### src/rtl/alu_pipe_pkg.sv
// Shared types and helpers for the pipelined ARM data-processing ALU.
// Opcode encoding, flag bit positions and opcode class predicates.
package alu_pkg;

    typedef enum logic [3:0] {
        OP_AND = 4'h0,
        OP_EOR = 4'h1,
        OP_SUB = 4'h2,
        OP_RSB = 4'h3,
        OP_ADD = 4'h4,
        OP_ADC = 4'h5,
        OP_SBC = 4'h6,
        OP_RSC = 4'h7,
        OP_TST = 4'h8,
        OP_TEQ = 4'h9,
        OP_CMP = 4'hA,
        OP_CMN = 4'hB,
        OP_ORR = 4'hC,
        OP_MOV = 4'hD,
        OP_BIC = 4'hE,
        OP_MVN = 4'hF
    } opcode_e;

    localparam int FLAG_N = 3;
    localparam int FLAG_Z = 2;
    localparam int FLAG_C = 1;
    localparam int FLAG_V = 0;

    // Comparisons only produce flags, never a register write.
    function automatic logic is_compare(opcode_e op);
        return op inside {OP_TST, OP_TEQ, OP_CMP, OP_CMN};
    endfunction

    // Logical ops keep the old C and V.
    function automatic logic is_logical(opcode_e op);
        return op inside {OP_AND, OP_EOR, OP_TST, OP_TEQ,
                          OP_ORR, OP_MOV, OP_BIC, OP_MVN};
    endfunction

endpackage

### src/rtl/alu_pipe_if.sv
// Request/result/flags bundle between decode, ALU and writeback.
// Optional ALU_PIPE_QFLAG_EN adds the sticky QFlag and its QClear.
interface alu_pipe_if #(
    parameter int WIDTH = 32
);
    logic             InValid;
    logic             InReady;
    logic [3:0]       OpCode;
    logic             SetFlags;
    logic [WIDTH-1:0] Op1;
    logic [WIDTH-1:0] Op2;
    logic             OutValid;
    logic             OutReady;
    logic [WIDTH-1:0] Out;
    logic             WriteEn;
    logic             NFlag;
    logic             ZFlag;
    logic             CFlag;
    logic             VFlag;
    logic             FlagsWrEn;
    logic [3:0]       FlagsIn;
`ifdef ALU_PIPE_QFLAG_EN
    logic             QFlag;
    logic             QClear;

    modport master (
        output InValid, OpCode, SetFlags, Op1, Op2,
        output OutReady, FlagsWrEn, FlagsIn, QClear,
        input  InReady, OutValid, Out, WriteEn,
        input  NFlag, ZFlag, CFlag, VFlag, QFlag
    );

    modport slave (
        input  InValid, OpCode, SetFlags, Op1, Op2,
        input  OutReady, FlagsWrEn, FlagsIn, QClear,
        output InReady, OutValid, Out, WriteEn,
        output NFlag, ZFlag, CFlag, VFlag, QFlag
    );
`else
    modport master (
        output InValid, OpCode, SetFlags, Op1, Op2,
        output OutReady, FlagsWrEn, FlagsIn,
        input  InReady, OutValid, Out, WriteEn,
        input  NFlag, ZFlag, CFlag, VFlag
    );

    modport slave (
        input  InValid, OpCode, SetFlags, Op1, Op2,
        input  OutReady, FlagsWrEn, FlagsIn,
        output InReady, OutValid, Out, WriteEn,
        output NFlag, ZFlag, CFlag, VFlag
    );
`endif
endinterface

### src/rtl/alu_pipe_core.sv
// Combinational ARM data-processing ALU, WIDTH bits wide.
// Arithmetic runs at WIDTH+1 bits; subtraction uses a + ~b + cin.
module alu_core
    import alu_pkg::*;
#(
    parameter int WIDTH = 32
) (
    input  logic [3:0]       OpCode,
    input  logic [WIDTH-1:0] Op1,
    input  logic [WIDTH-1:0] Op2,
    input  logic             CIn,
    input  logic             COld,
    input  logic             VOld,
    output logic [WIDTH-1:0] Out,
    output logic             N,
    output logic             Z,
    output logic             C,
    output logic             V,
    output logic             WriteEn
);
    opcode_e          op;
    logic [WIDTH-1:0] add_a;
    logic [WIDTH-1:0] add_b;
    logic             add_c;
    logic [WIDTH-1:0] lres;
    logic [WIDTH:0]   sum;
    logic             arith;

    assign op = opcode_e'(OpCode);

    // Select adder operands/carry-in and the logical result per opcode.
    always_comb begin
        add_a = '0;
        add_b = '0;
        add_c = 1'b0;
        lres  = '0;
        unique case (op)
            OP_SUB, OP_CMP: begin
                add_a = Op1; add_b = ~Op2; add_c = 1'b1;
            end
            OP_RSB: begin
                add_a = Op2; add_b = ~Op1; add_c = 1'b1;
            end
            OP_ADD, OP_CMN: begin
                add_a = Op1; add_b = Op2;
            end
            OP_ADC: begin
                add_a = Op1; add_b = Op2; add_c = CIn;
            end
            OP_SBC: begin
                add_a = Op1; add_b = ~Op2; add_c = CIn;
            end
            OP_RSC: begin
                add_a = Op2; add_b = ~Op1; add_c = CIn;
            end
            OP_AND, OP_TST: lres = Op1 & Op2;
            OP_EOR, OP_TEQ: lres = Op1 ^ Op2;
            OP_ORR:         lres = Op1 | Op2;
            OP_MOV:         lres = Op2;
            OP_BIC:         lres = Op1 & ~Op2;
            OP_MVN:         lres = ~Op2;
            default:        lres = '0;
        endcase
    end

    assign sum   = {1'b0, add_a} + {1'b0, add_b}
                 + {{WIDTH{1'b0}}, add_c};
    assign arith = !is_logical(op);

    assign Out = arith ? sum[WIDTH-1:0] : lres;
    assign N   = Out[WIDTH-1];
    assign Z   = (Out == '0);
    assign C   = arith ? sum[WIDTH] : COld;
    assign V   = arith ? ((add_a[WIDTH-1] == add_b[WIDTH-1])
                       && (sum[WIDTH-1] != add_a[WIDTH-1]))
                       : VOld;
    assign WriteEn = !is_compare(op);

endmodule

### src/rtl/alu_pipe.sv
// Two-stage pipelined ALU: E operand stage, then output register.
// Holds the NZCV flags; ALU_PIPE_QFLAG_EN adds a sticky QFlag.
module alu_pipe
    import alu_pkg::*;
#(
    parameter int WIDTH = 32
) (
    input  logic     Clk,
    input  logic     Reset,
    alu_pipe_if.slave bus
);
    logic             e_valid_q, e_valid_d;
    logic [3:0]       e_op_q;
    logic             e_set_q;
    logic [WIDTH-1:0] e_op1_q;
    logic [WIDTH-1:0] e_op2_q;
    logic             o_valid_q, o_valid_d;
    logic [WIDTH-1:0] o_out_q;
    logic             o_we_q;
    logic [3:0]       flags_q, flags_d;
    logic             advance;
    logic             accept;
    logic             upd_flags;
    logic [WIDTH-1:0] c_out;
    logic             c_n, c_z, c_c, c_v, c_we;

    assign advance = e_valid_q && (!o_valid_q || bus.OutReady);
    assign bus.InReady = !e_valid_q || advance;
    assign accept  = bus.InValid && bus.InReady;

    alu_core #(.WIDTH(WIDTH)) u_core (
        .OpCode  (e_op_q),
        .Op1     (e_op1_q),
        .Op2     (e_op2_q),
        .CIn     (flags_q[FLAG_C]),
        .COld    (flags_q[FLAG_C]),
        .VOld    (flags_q[FLAG_V]),
        .Out     (c_out),
        .N       (c_n),
        .Z       (c_z),
        .C       (c_c),
        .V       (c_v),
        .WriteEn (c_we)
    );

    assign upd_flags = advance
                    && (e_set_q || is_compare(opcode_e'(e_op_q)));

    // Next-state for valids and flags; MSR load beats the op update.
    always_comb begin
        e_valid_d = e_valid_q;
        o_valid_d = o_valid_q;
        flags_d   = flags_q;
        if (bus.InReady)
            e_valid_d = bus.InValid;
        if (advance)
            o_valid_d = 1'b1;
        else if (bus.OutReady)
            o_valid_d = 1'b0;
        if (bus.FlagsWrEn)
            flags_d = bus.FlagsIn;
        else if (upd_flags)
            flags_d = {c_n, c_z, c_c, c_v};
    end

    // Pipeline and flag state; reset empties both stages.
    always_ff @(posedge Clk or posedge Reset) begin
        if (Reset) begin
            e_valid_q <= 1'b0;
            e_op_q    <= '0;
            e_set_q   <= 1'b0;
            e_op1_q   <= '0;
            e_op2_q   <= '0;
            o_valid_q <= 1'b0;
            o_out_q   <= '0;
            o_we_q    <= 1'b0;
            flags_q   <= '0;
        end else begin
            e_valid_q <= e_valid_d;
            o_valid_q <= o_valid_d;
            flags_q   <= flags_d;
            if (accept) begin
                e_op_q  <= bus.OpCode;
                e_set_q <= bus.SetFlags;
                e_op1_q <= bus.Op1;
                e_op2_q <= bus.Op2;
            end
            if (advance) begin
                o_out_q <= c_out;
                o_we_q  <= c_we;
            end
        end
    end

`ifdef ALU_PIPE_QFLAG_EN
    logic qflag_q;

    // Sticky overflow: any arithmetic op with V leaving E sets it.
    always_ff @(posedge Clk or posedge Reset) begin
        if (Reset)
            qflag_q <= 1'b0;
        else if (bus.FlagsWrEn && bus.QClear)
            qflag_q <= 1'b0;
        else if (advance && !is_logical(opcode_e'(e_op_q)) && c_v)
            qflag_q <= 1'b1;
    end

    assign bus.QFlag = qflag_q;
`endif

    assign bus.OutValid = o_valid_q;
    assign bus.Out      = o_out_q;
    assign bus.WriteEn  = o_we_q;
    assign bus.NFlag    = flags_q[FLAG_N];
    assign bus.ZFlag    = flags_q[FLAG_Z];
    assign bus.CFlag    = flags_q[FLAG_C];
    assign bus.VFlag    = flags_q[FLAG_V];

endmodule

### src/flat_wrapper.sv
// flat-port wrapper written by rule: the top's interface ports become plain ports
module alu_pipe_flat import alu_pkg::*;
#(
    parameter int WIDTH = 32
)
  (Clk, Reset, bus_InValid, bus_OpCode, bus_SetFlags, bus_Op1, bus_Op2, bus_OutReady, bus_FlagsWrEn, bus_FlagsIn, bus_InReady, bus_OutValid, bus_Out, bus_WriteEn, bus_NFlag, bus_ZFlag, bus_CFlag, bus_VFlag);
  alu_pipe_if #(.WIDTH(WIDTH)) bus_i ();
  input  logic Clk;
  input  logic Reset;
  input wire logic [$bits(bus_i.InValid)-1:0] bus_InValid;
  input wire logic [$bits(bus_i.OpCode)-1:0] bus_OpCode;
  input wire logic [$bits(bus_i.SetFlags)-1:0] bus_SetFlags;
  input wire logic [$bits(bus_i.Op1)-1:0] bus_Op1;
  input wire logic [$bits(bus_i.Op2)-1:0] bus_Op2;
  input wire logic [$bits(bus_i.OutReady)-1:0] bus_OutReady;
  input wire logic [$bits(bus_i.FlagsWrEn)-1:0] bus_FlagsWrEn;
  input wire logic [$bits(bus_i.FlagsIn)-1:0] bus_FlagsIn;
  output wire logic [$bits(bus_i.InReady)-1:0] bus_InReady;
  output wire logic [$bits(bus_i.OutValid)-1:0] bus_OutValid;
  output wire logic [$bits(bus_i.Out)-1:0] bus_Out;
  output wire logic [$bits(bus_i.WriteEn)-1:0] bus_WriteEn;
  output wire logic [$bits(bus_i.NFlag)-1:0] bus_NFlag;
  output wire logic [$bits(bus_i.ZFlag)-1:0] bus_ZFlag;
  output wire logic [$bits(bus_i.CFlag)-1:0] bus_CFlag;
  output wire logic [$bits(bus_i.VFlag)-1:0] bus_VFlag;
  assign bus_i.InValid = bus_InValid;
  assign bus_i.OpCode = bus_OpCode;
  assign bus_i.SetFlags = bus_SetFlags;
  assign bus_i.Op1 = bus_Op1;
  assign bus_i.Op2 = bus_Op2;
  assign bus_i.OutReady = bus_OutReady;
  assign bus_i.FlagsWrEn = bus_FlagsWrEn;
  assign bus_i.FlagsIn = bus_FlagsIn;
  assign bus_InReady = bus_i.InReady;
  assign bus_OutValid = bus_i.OutValid;
  assign bus_Out = bus_i.Out;
  assign bus_WriteEn = bus_i.WriteEn;
  assign bus_NFlag = bus_i.NFlag;
  assign bus_ZFlag = bus_i.ZFlag;
  assign bus_CFlag = bus_i.CFlag;
  assign bus_VFlag = bus_i.VFlag;
  alu_pipe #(.WIDTH(WIDTH)) u_core (.Clk(Clk), .Reset(Reset), .bus(bus_i));
endmodule
### config.mk
export PLATFORM = sky130hd
export DESIGN_NAME = alu_pipe_flat
export DESIGN_NICKNAME = d
export VERILOG_FILES = /design/src/rtl/alu_pipe_pkg.sv /design/src/rtl/alu_pipe_if.sv /design/src/rtl/alu_pipe_core.sv /design/src/rtl/alu_pipe.sv /design/src/flat_wrapper.sv
export SDC_FILE = /design/constraint.sdc
export NUM_CORES = 1
export LEC_CHECK = 0
export ABC_AREA = 0
export CORE_MARGIN = 2
export CORE_UTILIZATION = 62
export DETAILED_ROUTE_END_ITERATION = 16
export PLACE_DENSITY = 0.93
export SKIP_LAST_GASP = 1
export SYNTH_ARGS = -nofsm -noshare
export SYNTH_HDL_FRONTEND = slang
export SYNTH_SLANG_ARGS = --single-unit
### constraint.sdc
create_clock -name Clk -period 7.15 [get_ports Clk]
set_clock_uncertainty 0.1 [all_clocks]
set_input_delay 1.43 -clock Clk [delete_from_list [all_inputs] [get_ports Clk]]
set_output_delay 1.43 -clock Clk [all_outputs]
set_load 0.01 [all_outputs]
==> flow_metrics.py <==
metrics = {
    "clocking": {
        "htree_levels": 3,
        "cts_setup_buffers": 0,
        "clk_pin_slew_ps": 70,
        "insertion_delay_ps": 370,
        "root_buffer": "clkbuf_16",
        "cts_tree": "done",
        "cts_resized": 0,
        "cts_num_sinks": 108,
        "clk_path_buf_depth": 2,
        "cts_hold_buf": 0,
        "cts_buffers": 9,
    },
    "pwr": {
        "p_comb_share_pct": 53.4,
        "p_clk_share_pct": 16.0,
        "intPower_uw": 1702,
        "power.switching_uw": 1289,
        "powerDensity_mw_per_mm2": 281.1,
        "switching_share_pct": 43.10,
        "ir_drop_uv": 190.4,
        "leakagePower_uw": 0.004604,
        "seqPwrFrac_pct": 30.5,
    },
    "synth": {
        "yosys-top-cells-area": "dfrtp_1 (29%), mux2_2 (9.9%), ha_1 (8.6%)",
        "netlist_area_sq_mm": 0.009216,
        "synth_largest_area_cell": "dfrtp_1",
        "ys_warn_count": 0,
        "ys_seq_area_share_pct": 29.32,
        "synth_seq_cells": 108,
        "yosys.cell_types.count": 79,
        "syn_inst": 1104,
        "async_flop_share_pct": 100.0,
        "synthTopCellsByCount": "nand2_1 (175), o21ai_0 (111), dfrtp_1 (108)",
        "synth.most_common_cell": "nand2_1",
        "synth-main-ff-cell": "dfrtp_1",
        "syn_avg_cell_area_sq_um": 8.348,
        "synth_edf_count": 0,
        "syn_nets": 1247,
        "synth_top_area_share_pct": 29.32,
    },
    "sta": {
        "finalSetupViolations": 0,
        "slew_headroom_pct": 18.27,
        "hold_slack_ps": 374.9,
        "fin_crit_ps": 6135,
        "hold_viol": 0,
        "rsz0062_at_grt": "no",
        "tightest_slew_ps": 1223,
        "fin_crit_sh_pct": 85.80,
        "tns_ps": 0,
        "max_freq_mhz": 163.0,
        "slew_violations": 0,
        "worst_slack_ps": 1015,
    },
    "place": {
        "post-place-cells": 1345,
        "port_buffers": 116,
        "dp_hpwl_um": 19550,
        "place.gp.congestion": 0.9680,
        "dp_slack_ps": 1214,
    },
    "worst_setup_path": {
        "r2r-end": "u_core.flags_q[2]$_DFFE_PP0P_",
        "end_kind": "flop",
        "reg2reg_depth": 18,
        "cpPeakStageDelay_ps": 990,
        "start_kind": "flop",
        "critPathMaxFanout": 31,
        "path_class": "flop to flop",
        "path_cells": "nand2b_1, and2_1, nor2_2, buf_4, a22oi_1, fa_1, inv_1, fa_1, a21o_1, a221o_1, a22oi_1, and2b_1, a31oi_1, xor2_1, a21oi_1, nor4b_1, nand4_1, o31ai_2",
        "critPathRequiredTime_ps": 7330,
        "crit_path_top_delay_cell": "dfrtp_1",
        "rrSetupSlack_ps": 1020,
        "cp.arrival_ps": 6310,
        "r2r-start": "u_core.e_op_q[2]$_DFFE_PP0P_",
    },
    "route": {
        "viasPerCell": 6.675,
        "vias": 9084,
        "drt_iter0_drc": 1393,
        "postRouteAntennaNets": 0,
        "drc": 0,
        "wire_per_inst_um": 19.58,
        "finalWirelength_um": 26650,
        "drt_first_pass_iters": 6,
    },
    "global_routing": {
        "grt.overflow.total": 0,
        "grt_pass1_vias": 8321,
        "grt_pass1_wl_um": 42920,
        "grt_antenna_before_repair": 0,
        "grtUsageTotal_pct": 33.49,
        "grt_max_degree": 70,
    },
    "cells_and_area": {
        "syn_to_final_growth_pct": 15.44,
        "finalNonFillerCells": 1361,
        "nNetsFinal": 1315,
        "drive_gt1_share_pct": 10.62,
        "n_antenna_cell": 0,
    },
    "floorplan": {
        "core_sq_mm": 0.01453,
        "initial_core_util_pct": 63.41,
        "fp.dieH_um": 125.9,
        "ios": 117,
        "rows": 44,
        "die-area_sq_mm": 0.01586,
        "die_w_um": 125.9,
    },
    "worst_hold_path": {
        "min_path_cells": 2,
        "hp-start": "u_core.bus.Out[29]$_DFFE_PP0P_",
        "min_to": "u_core.bus.Out[29]$_DFFE_PP0P_",
        "worstHoldPathType": "flop to flop",
    },
    "run_status": {
        "status": "finished, final reports clean",
    },
    "job": {
        "maxCapViolations": 0,
    },
}
worst max-delay path: cells and delay by family (launching register included):
kind                     cells  cell delay (ps)
adder cells (fa/ha/maj)      2              700
AO/OA/AOI/OAI                7             1690
XOR/XNOR                     1              170
AND/OR/NAND/NOR              6             2000
flip-flops                   1              990
buffers and inverters        2              370
final cells by class:
cell class                 instances  area (sq um)
clock inverter                     4         32.53
sequential                       108          2703
clock buffer                      12         246.5
timing repair buffer             128          1251
multi-input combinational        846          5877
tap                              184         230.2
fill                            1084          3895
inverter                          79         299.0
power by group through the flow:
stage / Combinational [uW] / Clock, uW / Sequential, uW
2_1_floorplan: 1040 / 0 / 905
3_3_place_gp: 1510 / 0 / 909
3_5_place_dp: 1550 / 0 / 916
4_1_cts: 1560 / 485 / 906
5_1_grt: 1740 / 512 / 932
6_report: 1600 / 480 / 913
per-stage QoR:
stage	area, sq um	total power (uW)	utilization, %
6_report	10640	2991	73.20
5_1_grt	10640	3180	73.20
4_1_cts	10640	2952	73.20
3_5_place_dp	10360	2462	71.28
3_3_place_gp	10360	2422	71.28
2_1_floorplan	9216	1941	-
layout by cell type (no fill, tap or decap), drive strengths merged, types with 5 or more instances in the layout:
master,netlist,layout
xor2,17,17
o22ai,5,5
inv,79,80
nand3,14,14
mux2i,7,7
o211ai,12,12
o221ai,39,39
a22oi,5,5
or3,9,9
a221oi,11,11
nand4,11,11
a21oi,63,63
buf,29,12
mux2,81,81
nand2b,11,11
nand2,175,175
nor2,43,43
ha,63,63
a31oi,5,5
clkdlybuf4s50,0,116
and2,10,10
clkbuf,42,12
o31ai,8,8
a21boi,5,5
o21ai,114,114
nor3,12,12
dfrtp,108,108
a2111oi,5,5
a21o,13,13
xnor2,11,11
o21bai,6,6
a211oi,19,19
worst max path at each step:
stage / slack [ps] / cells after the start / endpoint / from
2_1_floorplan: 2660 / 20 / u_core.bus.Out[26]$_DFFE_PP0P_ / u_core.e_op_q[1]$_DFFE_PP0P_
3_3_place_gp: 1390 / 17 / u_core.flags_q[2]$_DFFE_PP0P_ / u_core.e_op_q[2]$_DFFE_PP0P_
3_5_place_dp: 1210 / 18 / u_core.flags_q[2]$_DFFE_PP0P_ / u_core.e_op_q[2]$_DFFE_PP0P_
4_1_cts: 1190 / 18 / u_core.flags_q[2]$_DFFE_PP0P_ / u_core.e_op_q[2]$_DFFE_PP0P_
5_1_grt: 720 / 18 / u_core.flags_q[2]$_DFFE_PP0P_ / u_core.e_op_q[2]$_DFFE_PP0P_
6_report: 1020 / 18 / u_core.flags_q[2]$_DFFE_PP0P_ / u_core.e_op_q[2]$_DFFE_PP0P_
logic make-up (layout without fill, tap and decap cells):
kind of cell / count (synthesis) / after routing / synth area share (%)
DFF: 108 / 108 / 29.32
adders and majority gates: 65 / 65 / 8.987
xor gates and xnor gates: 28 / 28 / 2.661
and+or+nand+nor: 314 / 314 / 15.68
muxes: 88 / 88 / 10.66
buffers and inverters: 150 / 223 / 7.277
AOI/OAI and AO/OA: 351 / 351 / 25.41
metal layers:
metal	track usage [%]	up-vias	share of wire, %
met3	10.15	75	13
met5	0	-	0
met1	48.55	4230	42
li1	-	4174	-
met2	47.94	605	42
met4	10.99	0	2.7
registers in the layout, indices dropped and copies added (netlist names):
| register | count |
|---|---|
| u_core.bus.OutValid | 1 |
| u_core.flags_q | 4 |
| u_core.bus.Out | 32 |
| u_core.e_op1_q | 32 |
| u_core.bus.WriteEn | 1 |
| u_core.e_set_q | 1 |
| u_core.e_op_q | 4 |
| u_core.e_valid_q | 1 |
| u_core.e_op2_q | 32 |
(Power assumes the default switching activity.)
